### src/rtl/symbol_freq_counter.sv
// Per-block histogram of 4-bit symbols feeding the Huffman sorter; the 16 counts are
// held stable on freq_bus until downstream acknowledges, then cleared for the next block.
module symbol_freq_counter #(
    parameter int CSIZE = 5,
    parameter int SSIZE = 4
) (
    input  logic                          clk,
    input  logic                          rst_n,
    input  logic [SSIZE-1:0]              sym,
    input  logic                          sym_valid,
    input  logic                          sym_last,
    output logic                          sym_ready,
    output logic [(2**SSIZE)*CSIZE-1:0]   freq_bus,
    output logic [SSIZE:0]                nz_cnt,
    output logic                          sat,
    output logic                          out_valid,
    input  logic                          out_ready
);

    localparam int NSYM = 2**SSIZE;
    localparam int NGRP = NSYM / 4;
    localparam logic [CSIZE-1:0] CMAX = '1;

    typedef enum logic [1:0] {IDLE, COUNT, HOLD} state_t;

    state_t           state;
    logic [CSIZE-1:0] cnt [NSYM];
    logic             accept;
    logic [2:0]       grp;

    assign accept = sym_valid & sym_ready;

    function automatic logic [CSIZE-1:0] sat_inc(input logic [CSIZE-1:0] v);
        return (v == CMAX) ? v : v + CSIZE'(1);
    endfunction

    always_ff @(posedge clk or negedge rst_n) begin
        if (!rst_n) begin
            state     <= IDLE;
            sym_ready <= 1'b0;
            out_valid <= 1'b0;
            sat       <= 1'b0;
            for (int k = 0; k < NSYM; k++) cnt[k] <= '0;
        end else begin
            case (state)
                IDLE, COUNT: begin
                    sym_ready <= 1'b1;
                    if (accept) begin
                        for (int k = 0; k < NSYM; k++)
                            if (sym == SSIZE'(k)) cnt[k] <= sat_inc(cnt[k]);
                        if (cnt[sym] == CMAX) sat <= 1'b1;
                        if (sym_last) begin
                            state     <= HOLD;
                            sym_ready <= 1'b0;
                            out_valid <= 1'b1;
                        end else begin
                            state <= COUNT;
                        end
                    end
                end
                HOLD: begin
                    // The acknowledge cycle doubles as the handoff cycle (sym_ready low).
                    if (out_ready) begin
                        state     <= IDLE;
                        out_valid <= 1'b0;
                        sym_ready <= 1'b1;
                        sat       <= 1'b0;
                        for (int k = 0; k < NSYM; k++) cnt[k] <= '0;
                    end
                end
                default: begin
                    state     <= IDLE;
                    sym_ready <= 1'b0;
                    out_valid <= 1'b0;
                end
            endcase
        end
    end

    always_comb begin
        freq_bus = '0;
        for (int k = 0; k < NSYM; k++) freq_bus[k*CSIZE +: CSIZE] = cnt[k];
    end

    // Two-level popcount: 4-input group sums, then a short chain over the groups.
    always_comb begin
        nz_cnt = '0;
        grp    = '0;
        for (int g = 0; g < NGRP; g++) begin
            grp = 3'(|cnt[4*g]) + 3'(|cnt[4*g+1]) + 3'(|cnt[4*g+2]) + 3'(|cnt[4*g+3]);
            nz_cnt = nz_cnt + (SSIZE+1)'(grp);
        end
    end

endmodule

### config.mk
export PLATFORM = sky130hd
export DESIGN_NAME = symbol_freq_counter
export DESIGN_NICKNAME = d
export VERILOG_FILES = /design/src/rtl/symbol_freq_counter.sv
export SDC_FILE = /design/constraint.sdc
export NUM_CORES = 1
export LEC_CHECK = 0
export CAP_MARGIN = 20
export CELL_PAD_IN_SITES_DETAIL_PLACEMENT = 1
export CELL_PAD_IN_SITES_GLOBAL_PLACEMENT = 1
export CORE_MARGIN = 5
export CORE_UTILIZATION = 42
export DETAILED_ROUTE_END_ITERATION = 10
export PLACE_DENSITY_LB_ADDON = 0.1
export RECOVER_POWER = 50
export SLEW_MARGIN = 20
export SYNTH_ARGS = -nofsm -noshare
export SYNTH_HDL_FRONTEND = slang
export SYNTH_SLANG_ARGS = --single-unit
### constraint.sdc
create_clock -name clk -period 6.46 [get_ports clk]
set_input_delay 1.938 -clock clk [delete_from_list [all_inputs] [get_ports clk]]
set_output_delay 1.938 -clock clk [all_outputs]
set_load 0.03 [all_outputs]
==> results of run 1 <==
sequential cells by signal (all words and copies together), names as in the netlist:
register,flops
state,2
out_valid,1
freq_bus,80
sat,1
sym_ready,1
how the worst max path moves through the flow:
stage | from | end | slack, ns | cells after the start
finish | freq_bus[26] | nz_cnt[2] | -0.02 | 15
global route | freq_bus[26] | nz_cnt[2] | -0.11 | 15
CTS | freq_bus[55] | nz_cnt[4] | -0.13 | 15
detailed placement | freq_bus[25] | nz_cnt[4] | 0.03 | 15
global placement | freq_bus[25] | nz_cnt[4] | 0.1 | 15
floorplan | freq_bus[25] | nz_cnt[4] | 0.03 | 14
layer usage:
metal  share of wire  vias up  global-route usage  wire length, um
met3           0.040       20             0.03042              761
li1                -     2385                   -                -
met2            0.50       95              0.4011             9592
met1            0.45     2664              0.3229             8571
met4           0.015        0             0.06492              289
met5               0        -                   0                0
timing repair:
| item | 4_1_cts | 5_1_grt |
|---|---|---|
| hold endpoints to repair | 0 | 0 |
| resized for setup | 21 | 14 |
| pin swaps | 10 | 13 |
| setup endpoints to repair | 5 | 4 |
| setup buffers | 4 | 5 |
area by class of cell:
cell class,count,share of cell area
Clock buffer,11,0.03086
Tap cell,180,0.02986
Multi-Input combinational cell,440,0.4565
Inverter,56,0.02787
Sequential cell,85,0.2827
Timing Repair Buffer,138,0.1685
Clock inverter,5,0.003650
placed cells by master, fill, tap and decap left out, drive strengths merged, types with 2 or more instances in the layout:
| cell type | instances |
|---|---|
| or4b | 10 |
| o211a | 7 |
| nor3 | 10 |
| nor4b | 5 |
| and4b | 3 |
| a311oi | 3 |
| buf | 45 |
| and3b | 2 |
| and2 | 7 |
| nand4b | 2 |
| xnor2 | 9 |
| fa | 10 |
| a21oi | 3 |
| o31ai | 11 |
| nand2 | 39 |
| nor2 | 35 |
| a31oi | 5 |
| a21o | 6 |
| o21a | 6 |
| dlygate4sd3 | 39 |
| o21ai | 48 |
| mux4 | 4 |
| or2 | 3 |
| xor2 | 22 |
| mux2i | 3 |
| o2bb2ai | 3 |
| o2111ai | 2 |
| clkinv | 4 |
| clkbuf | 13 |
| and3 | 34 |
| nand3 | 64 |
| clkdlybuf4s50 | 51 |
| inv | 56 |
| nand4 | 6 |
| a32o | 2 |
| ha | 53 |
| nor2b | 3 |
| dfrtp | 85 |
| nand2b | 10 |
critical path, delay by kind of cell, from the launching register on:
family / cells / cell delay (ns)
xor+xnor: 1 / 0.15
fa+ha+maj: 7 / 2.65
buf+inv: 6 / 0.52
simple gates: 1 / 0.46
flops: 1 / 0.40
per-stage QoR:
step,hold WS (ns),util,setup slack (ns)
detailed placement,0.5130,0.5172,0.03255
finish,0.5132,0.5476,-0.01809
CTS,0.5280,0.5423,-0.1312
global route,0.5542,0.5476,-0.1051
global placement,0.4916,0.5172,0.09942
floorplan,0.5747,-,0.03412
cell families after synthesis:
| logic type | after synthesis | share of synthesized area |
|---|---|---|
| adder cells (fa/ha/maj) | 63 | 0.1477 |
| buffers and inverters | 80 | 0.06206 |
| XOR/XNOR | 31 | 0.04644 |
| flip-flops | 85 | 0.3638 |
| multiplexers | 7 | 0.02247 |
| AND/OR/NAND/NOR | 235 | 0.2292 |
| AO/OA/AOI/OAI | 104 | 0.1284 |
==> results.ini, run 1 <==
[clocking]
clk_path_buf_depth=2
hold_buffers=0
root_buffer=clkbuf_16
insertion_delay_ns=0.35
clock_sinks=85
cts_tree=built
htreeDepth=3
clk_pin_slew_ns=0.07
cts_buffers=9

[critical_path]
critical_path_arrival_ns=4.54
crit_top_cell=inv_2
r2r_start=state[1]
slowest_stage=fa_1
critPathKind=flip-flop to primary output
reg2reg_slack_ns=3.90
r2r_end=freq_bus[20]
rr_worst_depth=7
critPathMaxStageDelay_ns=0.59
timing.critical_path.cells=inv_2, ha_1, or4b_4, fa_1, fa_2, fa_1, inv_2, fa_2, inv_2, ha_4, inv_2, fa_2, buf_6, xnor2_2, buf_6
endpoint_kind=primary output
crit_path_start_kind=flip-flop
worstPathMaxFanout=2
cp_data_required_time_ns=4.52

[floorplanning]
die-area_um2=16380
rows=43
initial_core_util=0.4245
fp.dieH_um=128.0
core-area_um2=13770
die_w_um=128.0
ios=97

[yosys]
async_flop_share=1.000
synth_area_leader_cell=dfrtp_1
synth_edf_count=0
ys.flop_type=dfrtp_1
post-synth-top-area-fraction=0.3638
synth_area_um2=5847
synth.area.top_cells=dfrtp_1 36%, ha_1 11%, nand3_1 5.5%
synth_common_cells=85 x dfrtp_1, 64 x nand3_1, 56 x inv_1
ys_ff_latch=85
synth.most_common_cell=dfrtp_1
seq_area_frac_synth=0.3638
syn_area_per_cell_um2=9.664
yosysWarnings=0
ys_types=61
synth_fp_nets=677
synthCells=605

[sta]
finalCritPeriodShare=1.003
maxSlewViolCount=39
fin_ws_ns=-0.01809
min_period_ns=6.478
fmax_mhz=154.4
slew_headroom=-0.5136
finalClockSkew_ns=0.006311
hold_viol=0
tightest_slew_ns=2.270
tns_ns=-0.01809
rsz0062_at_grt=yes
finalSetupViolCount=1

[routing]
drc=0
wl_um=19210
viasPerCell=5.644
dr.pass1.iters=4
wl_per_cell_um=21.00
vias=5164
drtIter0Drc=256
ant_nets=0

[final_layout]
seq_area_um2=2132
finalNonFillerCells=915
drive_above_1_share=0.1687
area_delta_synth_final_pct=29.00
nFillCells=1582
multi_input_area_um2=3443
diodes=0
final_area_um2=7542
fin_nets=802

[placement]
post-dp-hpwl_um=13970
place_area_um2=7123
place.gp.congestion=0.8473
portBuffers=96
dp.cells=890

[job]
cap_violations=1

[outcome]
status=finished with violations
violations=capacitance limit, slew limit, setup timing

[worst_hold_path]
hp-start=out_valid
holdCritPathClass=flip-flop to flip-flop
min_to=out_valid
min_path_cells=2

[grt]
grt_antenna_before_repair=0
grt_first_pass_wirelength_um=30380
grt_max_degree=49
grt_use_total=0.2379
grt_pass1_vias=5403
grt-ovfl-total=0

Power of run 1 is left out: the tool's default activity adds up to more than one toggle a clock period on the data nets, which glitch-free logic cannot reach.
==> inputs of run 2 (changes only) <==
CAP_MARGIN = not set   (was 20)
clock period = 6.4 ns   (was 6.46 ns; I/O delays follow)
==> results.ini, run 2 (synthesis gave the netlist of run 1 again) <==
[sta]
tightest_slew_ns=2.560
finalCritPeriodShare=1.019
slew_headroom=-0.7064
fmax_mhz=153.4
rsz0062_at_grt=yes
maxSlewViolCount=45
hold_viol=0
finalClockSkew_ns=0.009830
min_period_ns=6.521
fin_ws_ns=-0.1207
finalSetupViolCount=4

[placement]
portBuffers=96
dp.cells=897
post-dp-hpwl_um=14070
place.gp.congestion=0.8446

[final_layout]
area_delta_synth_final_pct=30.32
layout_commonest_cell=dfrtp_1
layout_common_cells=84 x dfrtp_1, 64 x nand3_1, 51 x ha_1, 51 x clkdlybuf4s50_1
nFillCells=1586
drive_above_1_share=0.1741
fin_nets=808
finalNonFillerCells=921
largest_reg_flops=80
diodes=0

[grt]
grt_use_total=0.2441
grt_max_degree=45
grt_antenna_before_repair=0
grt_pass1_vias=5617
grt_first_pass_wirelength_um=31080
grt-ovfl-total=0

[floorplanning]
initial_core_util=0.4245
rows=43
fp.dieH_um=128.0
core-area_um2=13770
die-area_um2=16380
die_w_um=128.0
ios=97

[routing]
wl_um=19490
vias=5186
ant_nets=0
drtIter0Drc=361
dr.pass1.iters=4
viasPerCell=5.631
wl_per_cell_um=21.16
drc=0

[outcome]
status=finished with violations
violations=capacitance limit, slew limit, setup timing

[worst_hold_path]
min_path_cells=2
hp-start=out_valid
holdCritPathClass=flip-flop to flip-flop
min_to=out_valid

[job]
cap_violations=1

[critical_path]
critPathKind=flip-flop to primary output
rr_worst_depth=4
cp_data_required_time_ns=4.48
critical_path_arrival_ns=4.60
r2r_end=sat
reg2reg_slack_ns=3.31
r2r_start=state[1]
crit_path_start_kind=flip-flop
endpoint_kind=primary output
worstPathMaxFanout=2

[clocking]
clk_path_buf_depth=2
hold_buffers=0
clk_pin_slew_ns=0.06
clock_sinks=85
cts_tree=built
cts_buffers=9
insertion_delay_ns=0.36
root_buffer=clkbuf_16
htreeDepth=3

==> run 2: changes by cell type in the layout (fill, tap and decap cells not counted), moves of 2 or more <==
| cell | previous run | this run |
|---|---|---|
| dfrtp_1 | 81 | 84 |
| buf_4 | 41 | 48 |
| dfrtp_2 | 4 | 1 |
| clkinv_2 | 4 | 2 |
==> run 2: area by class of cell <==
| class | count | area, um^2 | share of cell area |
|---|---|---|---|
| Clock buffer | 12 | 246.5 | 0.03235 |
| Clock inverter | 4 | 47.55 | 0.006240 |
| Inverter | 56 | 210.2 | 0.02759 |
| Multi-Input combinational cell | 440 | 3447 | 0.4524 |
| Sequential cell | 85 | 2128 | 0.2793 |
| Tap cell | 180 | 225.2 | 0.02956 |
| Timing Repair Buffer | 144 | 1315 | 0.1726 |
==> run 2: repair_timing <==
| item | CTS | global route |
|---|---|---|
| pin swaps | 10 | 11 |
| gates resized for setup | 22 | 10 |
| buffers inserted | 4 | 4 |
| hold endpoints to repair | 0 | 0 |
| endpoints found under the setup margin | 4 | 4 |
==> run 2: how the worst max path moves through the flow <==
stage	cells past startpoint	endpoint	slack, ns	from
5_1_grt	15	nz_cnt[3]	-0.25	freq_bus[25]
3_5_place_dp	15	nz_cnt[4]	-0.01	freq_bus[26]
6_report	15	nz_cnt[2]	-0.12	freq_bus[26]
4_1_cts	15	nz_cnt[4]	-0.13	freq_bus[45]
3_3_place_gp	15	nz_cnt[4]	0.04	freq_bus[25]
2_1_floorplan	14	nz_cnt[4]	-0.008	freq_bus[25]
==> run 2: per-layer routing <==
layer	routed length, um	vias up	track usage
met5	0	-	0
met4	372	0	0.08052
met3	952	26	0.02833
met2	9826	117	0.4116
met1	8336	2642	0.3273
li1	-	2401	-
==> run 2: metrics by stage <==
stage	util	instance area, um^2	hold slack [ns]	setup slack (ns)	TNS [ns]
4_1_cts	0.5491	7562	0.5275	-0.1328	-0.2200
2_1_floorplan	-	5854	0.5747	-0.007881	-0.007881
6_report	0.5532	7620	0.5121	-0.1207	-0.4073
3_5_place_dp	0.5208	7173	0.5124	-0.01375	-0.01375
5_1_grt	0.5532	7620	0.5585	-0.2454	-0.8282
3_3_place_gp	0.5208	7173	0.4902	0.04319	0
==> run 2: critical path, cell delays in order (launching register included) <==
cell	delay, ns
dfrtp_1	0.39
inv_2	0.09
ha_4	0.13
or4b_4	0.47
fa_2	0.61
fa_2	0.45
fa_1	0.56
inv_2	0.06
fa_1	0.48
inv_2	0.08
ha_4	0.15
inv_2	0.04
fa_2	0.33
buf_4	0.15
xnor2_2	0.13
buf_6	0.15
Power of run 2 is left out for the same reason.
